## src/rtl/decode_pkg.sv

```systemverilog
// Shared types, encodings and the opcode decoder for the RV32-subset decode stage.
package decode_pkg;

    localparam int unsigned INSTR_W = 32;
    localparam int unsigned REG_W   = 5;
    localparam int unsigned OP_W    = 4;

    typedef enum logic [OP_W-1:0] {
        OP_NOP  = 4'd0,
        OP_ADD  = 4'd1,
        OP_SUB  = 4'd2,
        OP_LW   = 4'd3,
        OP_SW   = 4'd4,
        OP_ADDI = 4'd5,
        OP_LUI  = 4'd6,
        OP_BEQ  = 4'd7,
        OP_JAL  = 4'd8,
        OP_ILL  = 4'd15
    } op_e;

    typedef enum logic [2:0] {
        IMM_I    = 3'd0,
        IMM_S    = 3'd1,
        IMM_B    = 3'd2,
        IMM_U    = 3'd3,
        IMM_J    = 3'd4,
        IMM_NONE = 3'd5
    } imm_type_e;

    localparam logic [6:0] OPC_OP     = 7'b0110011;
    localparam logic [6:0] OPC_LOAD   = 7'b0000011;
    localparam logic [6:0] OPC_STORE  = 7'b0100011;
    localparam logic [6:0] OPC_OP_IMM = 7'b0010011;
    localparam logic [6:0] OPC_LUI    = 7'b0110111;
    localparam logic [6:0] OPC_BRANCH = 7'b1100011;
    localparam logic [6:0] OPC_JAL    = 7'b1101111;

    localparam logic [2:0] F3_ADD_SUB = 3'b000;
    localparam logic [2:0] F3_LW      = 3'b010;
    localparam logic [2:0] F3_SW      = 3'b010;
    localparam logic [2:0] F3_ADDI    = 3'b000;
    localparam logic [2:0] F3_BEQ     = 3'b000;

    localparam logic [6:0] F7_ADD = 7'b0000000;
    localparam logic [6:0] F7_SUB = 7'b0100000;

    typedef struct packed {
        op_e              op;
        logic [REG_W-1:0] rd;
        logic [REG_W-1:0] rs1;
        logic [REG_W-1:0] rs2;
        imm_type_e        imm_type;
        logic             illegal;
    } dec_t;

    // Opcode classification plus the register fields and immediate format each op uses.
    function automatic dec_t decode(input logic [INSTR_W-1:0] instr);
        dec_t       d;
        logic [6:0] opcode;
        logic [2:0] f3;
        logic [6:0] f7;
        opcode     = instr[6:0];
        f3         = instr[14:12];
        f7         = instr[31:25];
        d.op       = OP_ILL;
        d.rd       = '0;
        d.rs1      = '0;
        d.rs2      = '0;
        d.imm_type = IMM_NONE;
        d.illegal  = 1'b0;

        case (opcode)
            OPC_OP: begin
                if (f3 == F3_ADD_SUB && f7 == F7_ADD) begin
                    d.op = OP_ADD;
                end else if (f3 == F3_ADD_SUB && f7 == F7_SUB) begin
                    d.op = OP_SUB;
                end
            end
            OPC_LOAD:   if (f3 == F3_LW)   d.op = OP_LW;
            OPC_STORE:  if (f3 == F3_SW)   d.op = OP_SW;
            OPC_OP_IMM: if (f3 == F3_ADDI) d.op = OP_ADDI;
            OPC_LUI:    d.op = OP_LUI;
            OPC_BRANCH: if (f3 == F3_BEQ)  d.op = OP_BEQ;
            OPC_JAL:    d.op = OP_JAL;
            default:    d.op = OP_ILL;
        endcase

        case (d.op)
            OP_ADD, OP_SUB: begin
                d.rd  = instr[11:7];
                d.rs1 = instr[19:15];
                d.rs2 = instr[24:20];
            end
            OP_LW, OP_ADDI: begin
                d.rd       = instr[11:7];
                d.rs1      = instr[19:15];
                d.imm_type = IMM_I;
            end
            OP_SW: begin
                d.rs1      = instr[19:15];
                d.rs2      = instr[24:20];
                d.imm_type = IMM_S;
            end
            OP_LUI: begin
                d.rd       = instr[11:7];
                d.imm_type = IMM_U;
            end
            OP_BEQ: begin
                d.rs1      = instr[19:15];
                d.rs2      = instr[24:20];
                d.imm_type = IMM_B;
            end
            OP_JAL: begin
                d.rd       = instr[11:7];
                d.imm_type = IMM_J;
            end
            default: d.illegal = 1'b1;
        endcase
        return d;
    endfunction

endpackage

```

## src/rtl/decode_stage_if.sv

```systemverilog
// Fetch-side and execute-side handshake bundle of the decode stage.
interface decode_stage_if #(
    parameter int unsigned XLEN  = 32,
    parameter int unsigned CNT_W = 16
) ();
    import decode_pkg::*;

    logic             in_valid;
    logic             in_ready;
    logic [31:0]      in_instr;
    logic [XLEN-1:0]  in_pc;
    logic             flush;
    logic             out_valid;
    logic             out_ready;
    op_e              out_op;
    logic [4:0]       out_rd;
    logic [4:0]       out_rs1;
    logic [4:0]       out_rs2;
    logic [XLEN-1:0]  out_imm;
    logic [XLEN-1:0]  out_pc;
    logic             out_illegal;
    logic [CNT_W-1:0] illegal_cnt;

    // The decode stage itself.
    modport slave (
        input  in_valid, in_instr, in_pc, flush, out_ready,
        output in_ready, out_valid, out_op, out_rd, out_rs1, out_rs2,
               out_imm, out_pc, out_illegal, illegal_cnt
    );

    // The surrounding pipeline: fetch drives, execute consumes.
    modport master (
        output in_valid, in_instr, in_pc, flush, out_ready,
        input  in_ready, out_valid, out_op, out_rd, out_rs1, out_rs2,
               out_imm, out_pc, out_illegal, illegal_cnt
    );

endinterface

```

## src/rtl/decode_stage_imm_gen.sv

```systemverilog
// Immediate generator: picks the I/S/B/U/J field layout and extends it to XLEN.
module imm_gen
    import decode_pkg::*;
#(
    parameter int unsigned XLEN     = 32,
    parameter bit          SIGN_EXT = 1'b1
) (
    input  logic [31:7]     instr,
    input  imm_type_e       imm_type,
    output logic [XLEN-1:0] imm_c
);

    logic        sgn;
    logic        ext;
    logic [31:0] raw;

    // Legacy mode clears the fill bit so every field is zero-extended.
    assign sgn = SIGN_EXT & instr[31];

    always_comb begin
        raw = '0;
        ext = 1'b0;
        case (imm_type)
            IMM_I: begin
                raw = {{20{sgn}}, instr[31:20]};
                ext = sgn;
            end
            IMM_S: begin
                raw = {{20{sgn}}, instr[31:25], instr[11:7]};
                ext = sgn;
            end
            IMM_B: begin
                raw = {{19{sgn}}, instr[31], instr[7], instr[30:25], instr[11:8], 1'b0};
                ext = sgn;
            end
            IMM_J: begin
                raw = {{11{sgn}}, instr[31], instr[19:12], instr[20], instr[30:21], 1'b0};
                ext = sgn;
            end
            IMM_U:   raw = {instr[31:12], 12'b0};
            default: raw = '0;
        endcase

        // U results never carry a sign above bit 31.
        if (ext) begin
            imm_c = XLEN'($signed(raw));
        end else begin
            imm_c = XLEN'(raw);
        end
    end

endmodule

```

## src/rtl/decode_stage.sv

```systemverilog
// Registered RV32-subset decode stage: one-entry output buffer with back-pressure,
// flush, and a saturating count of accepted illegal instructions.
module decode_stage
    import decode_pkg::*;
#(
    parameter int unsigned XLEN     = 32,
    parameter bit          SIGN_EXT = 1'b1,
    parameter int unsigned CNT_W    = 16
) (
    input  logic          clk,
    input  logic          rst,
    decode_stage_if.slave bus
);

    dec_t             dec_c;
    logic [XLEN-1:0]  imm_c;
    logic             in_ready_c;
    logic             accept_c;

    logic             out_valid_q,   out_valid_d;
    op_e              op_q,          op_d;
    logic [4:0]       rd_q,          rd_d;
    logic [4:0]       rs1_q,         rs1_d;
    logic [4:0]       rs2_q,         rs2_d;
    logic [XLEN-1:0]  imm_q,         imm_d;
    logic [XLEN-1:0]  pc_q,          pc_d;
    logic             illegal_q,     illegal_d;
    logic [CNT_W-1:0] illegal_cnt_q, illegal_cnt_d;

    assign dec_c = decode(bus.in_instr);

    imm_gen #(
        .XLEN     (XLEN),
        .SIGN_EXT (SIGN_EXT)
    ) u_imm_gen (
        .instr    (bus.in_instr[31:7]),
        .imm_type (dec_c.imm_type),
        .imm_c    (imm_c)
    );

    // Accept when the buffer is empty or draining; flush blocks intake outright.
    assign in_ready_c = !bus.flush && (!out_valid_q || bus.out_ready);
    assign accept_c   = bus.in_valid && in_ready_c;

    always_comb begin
        out_valid_d   = out_valid_q;
        op_d          = op_q;
        rd_d          = rd_q;
        rs1_d         = rs1_q;
        rs2_d         = rs2_q;
        imm_d         = imm_q;
        pc_d          = pc_q;
        illegal_d     = illegal_q;
        illegal_cnt_d = illegal_cnt_q;

        if (bus.flush) begin
            out_valid_d = 1'b0;
        end else if (accept_c) begin
            out_valid_d = 1'b1;
            op_d        = dec_c.op;
            rd_d        = dec_c.rd;
            rs1_d       = dec_c.rs1;
            rs2_d       = dec_c.rs2;
            imm_d       = imm_c;
            pc_d        = bus.in_pc;
            illegal_d   = dec_c.illegal;
            if (dec_c.illegal && (illegal_cnt_q != '1)) begin
                illegal_cnt_d = illegal_cnt_q + CNT_W'(1);
            end
        end else if (bus.out_ready) begin
            out_valid_d = 1'b0;
        end
    end

    always_ff @(posedge clk) begin
        if (rst) begin
            out_valid_q   <= 1'b0;
            op_q          <= OP_NOP;
            rd_q          <= '0;
            rs1_q         <= '0;
            rs2_q         <= '0;
            imm_q         <= '0;
            pc_q          <= '0;
            illegal_q     <= 1'b0;
            illegal_cnt_q <= '0;
        end else begin
            out_valid_q   <= out_valid_d;
            op_q          <= op_d;
            rd_q          <= rd_d;
            rs1_q         <= rs1_d;
            rs2_q         <= rs2_d;
            imm_q         <= imm_d;
            pc_q          <= pc_d;
            illegal_q     <= illegal_d;
            illegal_cnt_q <= illegal_cnt_d;
        end
    end

    assign bus.in_ready    = in_ready_c;
    assign bus.out_valid   = out_valid_q;
    assign bus.out_op      = op_q;
    assign bus.out_rd      = rd_q;
    assign bus.out_rs1     = rs1_q;
    assign bus.out_rs2     = rs2_q;
    assign bus.out_imm     = imm_q;
    assign bus.out_pc      = pc_q;
    assign bus.out_illegal = illegal_q;
    assign bus.illegal_cnt = illegal_cnt_q;

endmodule

```

## src/flat_wrapper.sv

```systemverilog
// flat-port wrapper written by rule: the top's interface ports become plain ports
module decode_stage_flat import decode_pkg::*;
#(
    parameter int unsigned XLEN     = 32,
    parameter bit          SIGN_EXT = 1'b1,
    parameter int unsigned CNT_W    = 16
)
  (clk, rst, bus_in_valid, bus_in_instr, bus_in_pc, bus_flush, bus_out_ready, bus_in_ready, bus_out_valid, bus_out_op, bus_out_rd, bus_out_rs1, bus_out_rs2, bus_out_imm, bus_out_pc, bus_out_illegal, bus_illegal_cnt);
  decode_stage_if #(.XLEN(XLEN), .CNT_W(CNT_W)) bus_i ();
  input  logic clk;
  input  logic rst;
  input wire logic [$bits(bus_i.in_valid)-1:0] bus_in_valid;
  input wire logic [$bits(bus_i.in_instr)-1:0] bus_in_instr;
  input wire logic [$bits(bus_i.in_pc)-1:0] bus_in_pc;
  input wire logic [$bits(bus_i.flush)-1:0] bus_flush;
  input wire logic [$bits(bus_i.out_ready)-1:0] bus_out_ready;
  output wire logic [$bits(bus_i.in_ready)-1:0] bus_in_ready;
  output wire logic [$bits(bus_i.out_valid)-1:0] bus_out_valid;
  output wire logic [$bits(bus_i.out_op)-1:0] bus_out_op;
  output wire logic [$bits(bus_i.out_rd)-1:0] bus_out_rd;
  output wire logic [$bits(bus_i.out_rs1)-1:0] bus_out_rs1;
  output wire logic [$bits(bus_i.out_rs2)-1:0] bus_out_rs2;
  output wire logic [$bits(bus_i.out_imm)-1:0] bus_out_imm;
  output wire logic [$bits(bus_i.out_pc)-1:0] bus_out_pc;
  output wire logic [$bits(bus_i.out_illegal)-1:0] bus_out_illegal;
  output wire logic [$bits(bus_i.illegal_cnt)-1:0] bus_illegal_cnt;
  assign bus_i.in_valid = bus_in_valid;
  assign bus_i.in_instr = bus_in_instr;
  assign bus_i.in_pc = bus_in_pc;
  assign bus_i.flush = bus_flush;
  assign bus_i.out_ready = bus_out_ready;
  assign bus_in_ready = bus_i.in_ready;
  assign bus_out_valid = bus_i.out_valid;
  assign bus_out_op = bus_i.out_op;
  assign bus_out_rd = bus_i.out_rd;
  assign bus_out_rs1 = bus_i.out_rs1;
  assign bus_out_rs2 = bus_i.out_rs2;
  assign bus_out_imm = bus_i.out_imm;
  assign bus_out_pc = bus_i.out_pc;
  assign bus_out_illegal = bus_i.out_illegal;
  assign bus_illegal_cnt = bus_i.illegal_cnt;
  decode_stage #(.XLEN(XLEN), .SIGN_EXT(SIGN_EXT), .CNT_W(CNT_W)) u_core (.clk(clk), .rst(rst), .bus(bus_i));
endmodule
```

## config.mk

```make
export PLATFORM = sky130hd
export DESIGN_NAME = decode_stage_flat
export DESIGN_NICKNAME = d
export VERILOG_FILES = /design/src/rtl/decode_pkg.sv /design/src/rtl/decode_stage_if.sv /design/src/rtl/decode_stage_imm_gen.sv /design/src/rtl/decode_stage.sv /design/src/flat_wrapper.sv
export SDC_FILE = /design/constraint.sdc
export NUM_CORES = 1
export LEC_CHECK = 0
export ABC_AREA = 1
export BUFFER_PORTS_ARGS = -buffer_cell sky130_fd_sc_hd__buf_2
export CAP_MARGIN = 20
export CORE_AREA = 2 2 109 111
export CTS_CLUSTER_SIZE = 8
export DETAILED_ROUTE_END_ITERATION = 16
export DIE_AREA = 0 0 111 113
export PLACE_DENSITY = 0.71
export REMOVE_ABC_BUFFERS = 1
export SYNTH_ARGS = -nofsm -noshare
export SYNTH_HDL_FRONTEND = slang
export SYNTH_SLANG_ARGS = --single-unit
```

## constraint.sdc

```tcl
create_clock -name clk -period 2.9 [get_ports clk]
set_input_delay 0.29 -clock clk [delete_from_list [all_inputs] [get_ports clk]]
set_output_delay 0.29 -clock clk [all_outputs]
set_load 0.01 [all_outputs]
```

; ---- Yosys cells after proc, flatten, opt, wreduce, memory -nomap -nowiden
; Cells that the tools add are included.
[totals]
reg_bits = 101
input_bits = 69
out_inout_bits = 102
word_cells = 68
[op_classes]
add_sub_neg = 1
n_eq_ne = 22
muxes = 15
bitwise = 1
reduce_logical = 20
[ops]
columns = op, n
row1 = 32-bit case mux with 5 select lines, 1
row2 = 7-bit by 6-bit == test with 1-bit output (second input constant), 4
row3 = 4-bit case mux with 7 select lines, 1
row4 = 4-bit 2-to-1 mux, 6
row5 = 16-bit by 1-bit adder with 16-bit output (second input constant), 1
row6 = 4-bit by 3-bit == test with 1-bit output (second input constant), 4
row7 = 16-bit inequality test (second input constant), 1
row8 = 5-bit 2-to-1 mux, 3
row9 = 3-bit case mux with 5 select lines, 1
row10 = 7-bit == test (second input constant), 2
row11 = 6-bit OR reduction, 2
row12 = 3-bit by 2-bit == test with 1-bit output (second input constant), 3
row13 = 4-bit by 2-bit == test with 1-bit output (second input constant), 2
row14 = 8-bit OR reduction, 1
row15 = 7-bit by 2-bit == test with 1-bit output (second input constant), 1
row16 = 7-bit by 5-bit == test with 1-bit output (second input constant), 1
row17 = 7-bit zero test, 1
row18 = 3-bit zero test, 2
row19 = 1-bit logical AND, 5
row20 = 4-bit by 1-bit == test with 1-bit output (second input constant), 1
row21 = 4-bit == test (second input constant), 1
row22 = 2-bit OR reduction, 2
row23 = 4-bit OR reduction, 1
row24 = 3-bit by 1-bit == test with 1-bit output (second input constant), 1
row25 = other kinds (8), 11

; ---- Logic depth before layout (Yosys ltp)
[logic_depth]
depth_word = 10
ltp_mapped = 17
mapped_depth_nobuf = 17

; ---- Cells and area by module
; Synthesis repeated with hierarchy kept, for this count alone.
[hier_totals]
cells_unflattened = 772
hier_area_um2 = 4957.3
[by_module_without_submodules]
columns = module, n_inst, cells_each, area_per_inst_um2, seq_area_each_um2
row1 = decode_stage, 1, 657, 4481.8, 2021.9
row2 = imm_gen, 1, 115, 475.5, 0.0

; ---- Worst setup path after synthesis
; No wires, ideal clock.
[synth_path]
path_kind = flip-flop to flip-flop
startpoint = register u_core.illegal_cnt_q[0] (netlist: u_core.bus.illegal_cnt[0])
endpoint = register u_core.illegal_cnt_q[9] (netlist: u_core.bus.illegal_cnt[9])
setup_time_ns = 0.138
t_arrival_ns = 1.820
required_ns = 2.762
setup_slack_ns = 0.943
path_stages_with_launch = 11
n_path_buf = 1
synth_period_minus_slack_ns = 1.957
path_cell_list = dfxtp_1 > ha_1 > nand3_1 > nor3_2 > nand2_1 > nor3_2 > a21oi_1 > nand4_2 > buf_6 > nand2_1 > a21oi_2
[synth_between]
elab_chain_cells = 3
elab_cells_between_ends = 4
cone_classes = 1 x add/sub / 1 x eq/ne / 2 x reduce/logical
[synth_rtl]
columns = element, line
row1 = from (decl), decode_stage.sv:28  ; logic [CNT_W-1:0] illegal_cnt_q, illegal_cnt_d;
row2 = from (signal assigned), decode_stage.sv:95  ; illegal_cnt_q <= illegal_cnt_d;
row3 = branches (longest 3 deep; another with 16-bit by 1-bit adder with 16-bit output), -
; Several ways; the timed one is not identified.
; A chain may end at the register's enable or synchronous reset.

; ---- Final worst setup path
[layout_path]
startpoint = register u_core.illegal_cnt_q[0] (netlist: u_core.bus.illegal_cnt[0])
endpoint = register u_core.illegal_cnt_q[1] (netlist: u_core.bus.illegal_cnt[1])
; The elaborated chain is that of the path after synthesis.

==> results.json <==
{
  "syn_avg_cell_area_um2": 7.09,
  "post-route-util_pct": 54.6,
  "grt_pass1_wl_mm": 21.5,
  "die_x_um": 111,
  "p_sw_mw": 0.753,
  "pin_count": 171,
  "gp_congestion": 0.864,
  "via_count": 4900,
  "rows": 39,
  "synth.distinct_cells": 38,
  "grt-ovfl-total": 0,
  "power_density_mw_per_mm2": 495,
  "path_buf_inv": 1,
  "ys_seq_elements": 101,
  "p_int_mw": 2.29,
  "drc": 0,
  "p_leak_nw": 2.87,
  "grt_max_degree": 97,
  "final_area_mm2": 0.00615,
  "setup_tns_ns": 0,
  "fp.coreArea_mm2": 0.0113,
  "cp-end-kind": "flip-flop",
  "finalCriticalPeriod_ns": 2.18,
  "slew-limit-headroom_pct": 47.1,
  "arrival_ns": 2.41,
  "cts_buffer_depth": 2,
  "slew_viol_final": 0,
  "dp.final_hpwl_mm": 9.27,
  "clock_sinks": 101,
  "antennaDiodeCount": 0,
  "clock_power_share_pct": 42.7,
  "clkTransAtPathRegs_ns": 0.07,
  "netlist.area_leader.share_pct": 41.3,
  "combPwrFrac_pct": 10.1,
  "ys_warn_count": 0,
  "antenna_left": 0,
  "crit_type": "flip-flop to flip-flop",
  "maxCapViolations": 0,
  "whs_ns": 0.153,
  "track_usage_pct": 20.7,
  "yosys.cell_count.top_type": "nand2_1",
  "fin_nets": 912,
  "clock_latency_ns": 0.34,
  "layout-drive-gt1-share_pct": 29.6,
  "required_ns": 3.13,
  "path_max_fanout": 17,
  "finalClockSkew_ns": 0.00621,
  "hold_viol": 0,
  "finalCritPeriodShare_pct": 75.1,
  "port_buffers": 170,
  "root_buffer": "clkbuf_16",
  "firstDrtPassIters": 5,
  "drt_wl_total_mm": 12.9,
  "cp-start-kind": "flip-flop",
  "grt_pass1_vias": 4432,
  "netSwitchingFraction_pct": 24.8,
  "setup-violations-final": 0,
  "synth_edf_count": 0,
  "netlist_top_cells_count": "241 x nand2_1, 101 x dfxtp_1, 88 x a21oi_1, 42 x nand3_1",
  "synthTopCellsByArea": "dfxtp_1 41%, nand2_1 18%, a21oi_1 9.0%, nand3_1 4.3%, nand3_2 3.5%",
  "antenna_found_initial": 0,
  "critical_path.max_stage_delay_ns": 0.44,
  "synthArstFlopShare_pct": 0,
  "hold_buffers": 0,
  "cts_made_buffers": 9,
  "via_per_inst": 4.95,
  "wl_per_cell_um": 13.1,
  "start_util_pct": 43.4,
  "die_h_um": 113,
  "min_path_type": "input port to flip-flop",
  "synth_ff_type": "dfxtp_1",
  "outcome": "completed",
  "synth.largest_area_cell": "dfxtp_1",
  "fill_cells": 1112,
  "cp_cell_sequence": "ha_1 > nand3_1 > nor3_2 > nand2_1 > nor3_2 > a21oi_1 > nand4_2 > inv_1 > nor2_1 > nor2_1",
  "timing.fmax_mhz": 459,
  "syn-instance-count": 690,
  "cts_setup_buffers": 0,
  "rsz0062_at_grt": "false",
  "layout-area-overhead-vs-synth_pct": 25.7,
  "htreeDepth": 3,
  "die-area_mm2": 0.0125,
  "post_cts_resized": 0,
  "synth.cell_area_mm2": 0.00489,
  "ir_drop_uv": 359,
  "final.setup.worst_slack_ns": 0.722,
  "cpMaxStageDelayCell": "dfxtp_1",
  "critical_path.top_delay_family": "simple AND/OR/NAND/NOR gates",
  "seqPwrFrac_pct": 47.2,
  "worst_slew_pin_slew_ns": 0.794,
  "initialDrtViolationCount": 382,
  "cts_tree": "built",
  "preCtsSetupSlack_ns": 0.451,
  "dpl_cell_area_mm2": 0.00583,
  "yosysSeqAreaShare_pct": 41.3
}
-- placed cells by master (no fill, tap or decap), types with 3 or more instances in the layout --
master and count:
nand2_1 240, buf_2 169, dfxtp_1 101, a21oi_1 88, nand3_1 42, inv_1 36, nor2_1 36, nand3_2 17
xor2_1 12, o21ai_1 11, inv_2 10, o21ai_0 10, clkbuf_16 9, a21oi_2 8, nor3_1 7, nand2_2 5
nor2_2 5, buf_4 4, nor2_4 3, o211ai_1 3
-- worst reg2reg max path, stage by stage (launching register included) --
cell     delay, ns
dfxtp_1       0.44
ha_1          0.25
nand3_1       0.14
nor3_2        0.19
nand2_1       0.14
nor3_2        0.18
a21oi_1       0.14
nand4_2       0.33
inv_1         0.11
nor2_1        0.11
nor2_1        0.05
-- per-stage QoR --
step           power [mW]  instances
6_report             3.04        990
5_1_grt              3.17        990
4_1_cts              3.07        990
3_5_place_dp         1.78        974
3_3_place_gp         1.78        974
2_1_floorplan        1.62        656
-- sequential cells by signal, indices dropped and copies added (netlist names) --
| register | cells |
|---|---|
| u_core.bus.illegal_cnt | 16 |
| u_core.bus.out_rs1 | 5 |
| u_core.bus.out_pc | 32 |
| u_core.bus.out_illegal | 1 |
| u_core.bus.out_rd | 5 |
| u_core.bus.out_valid | 1 |
| u_core.bus.out_rs2 | 5 |
| u_core.bus.out_op | 4 |
| u_core.bus.out_imm | 32 |
-- layer usage --
layer	vias up	track usage (%)	wire length (um)
met5	-	0	0
met4	0	4.67	103
met3	9	4.71	713
met2	133	34.0	6250
met1	2226	28.0	5860
li1	2532	-	-
-- power by group through the flow --
stage / combinational, mW / sequential [mW] / clock [mW]
6_report: 0.307 / 1.44 / 1.30
5_1_grt: 0.343 / 1.44 / 1.38
4_1_cts: 0.309 / 1.44 / 1.32
3_5_place_dp: 0.309 / 1.47 / 0
3_3_place_gp: 0.308 / 1.47 / 0
2_1_floorplan: 0.133 / 1.48 / 0
-- kinds of logic (layout without fill, tap and decap cells) --
family,count (synthesis),count (layout),share of synthesized area [%]
xor gates and xnor gates,14,14,2.51
and+or+nand+nor,371,371,35.6
buffers and inverters,80,237,6.80
DFF,101,101,41.3
AOI/OAI and AO/OA,123,123,13.5
adders and majority gates,1,1,0.256
-- worst paths after layout --
path / startpoint / to / slack [ns] / cells past startpoint
worst min register to register: u_core.bus.out_rd[3] / u_core.bus.out_rd[3] / 0.46 / 2
worst min-delay path: bus_flush / u_core.bus.out_valid / 0.15 / 2
worst max register to register: u_core.bus.illegal_cnt[0] / u_core.bus.illegal_cnt[1] / 0.72 / 10
worst max-delay path: u_core.bus.illegal_cnt[0] / u_core.bus.illegal_cnt[1] / 0.72 / 10
-- cell type report --
class                           count  area [um^2]  area share [%]
Clock inverter                      7         96.3            1.57
Sequential cell                   101         2020            32.9
Inverter                           46          173            2.81
Clock buffer                        9          225            3.66
Timing Repair Buffer              175          916            14.9
Tap cell                          143          179            2.91
Multi-Input combinational cell    509         2540            41.3
Power figures use the tool's default switching activity.
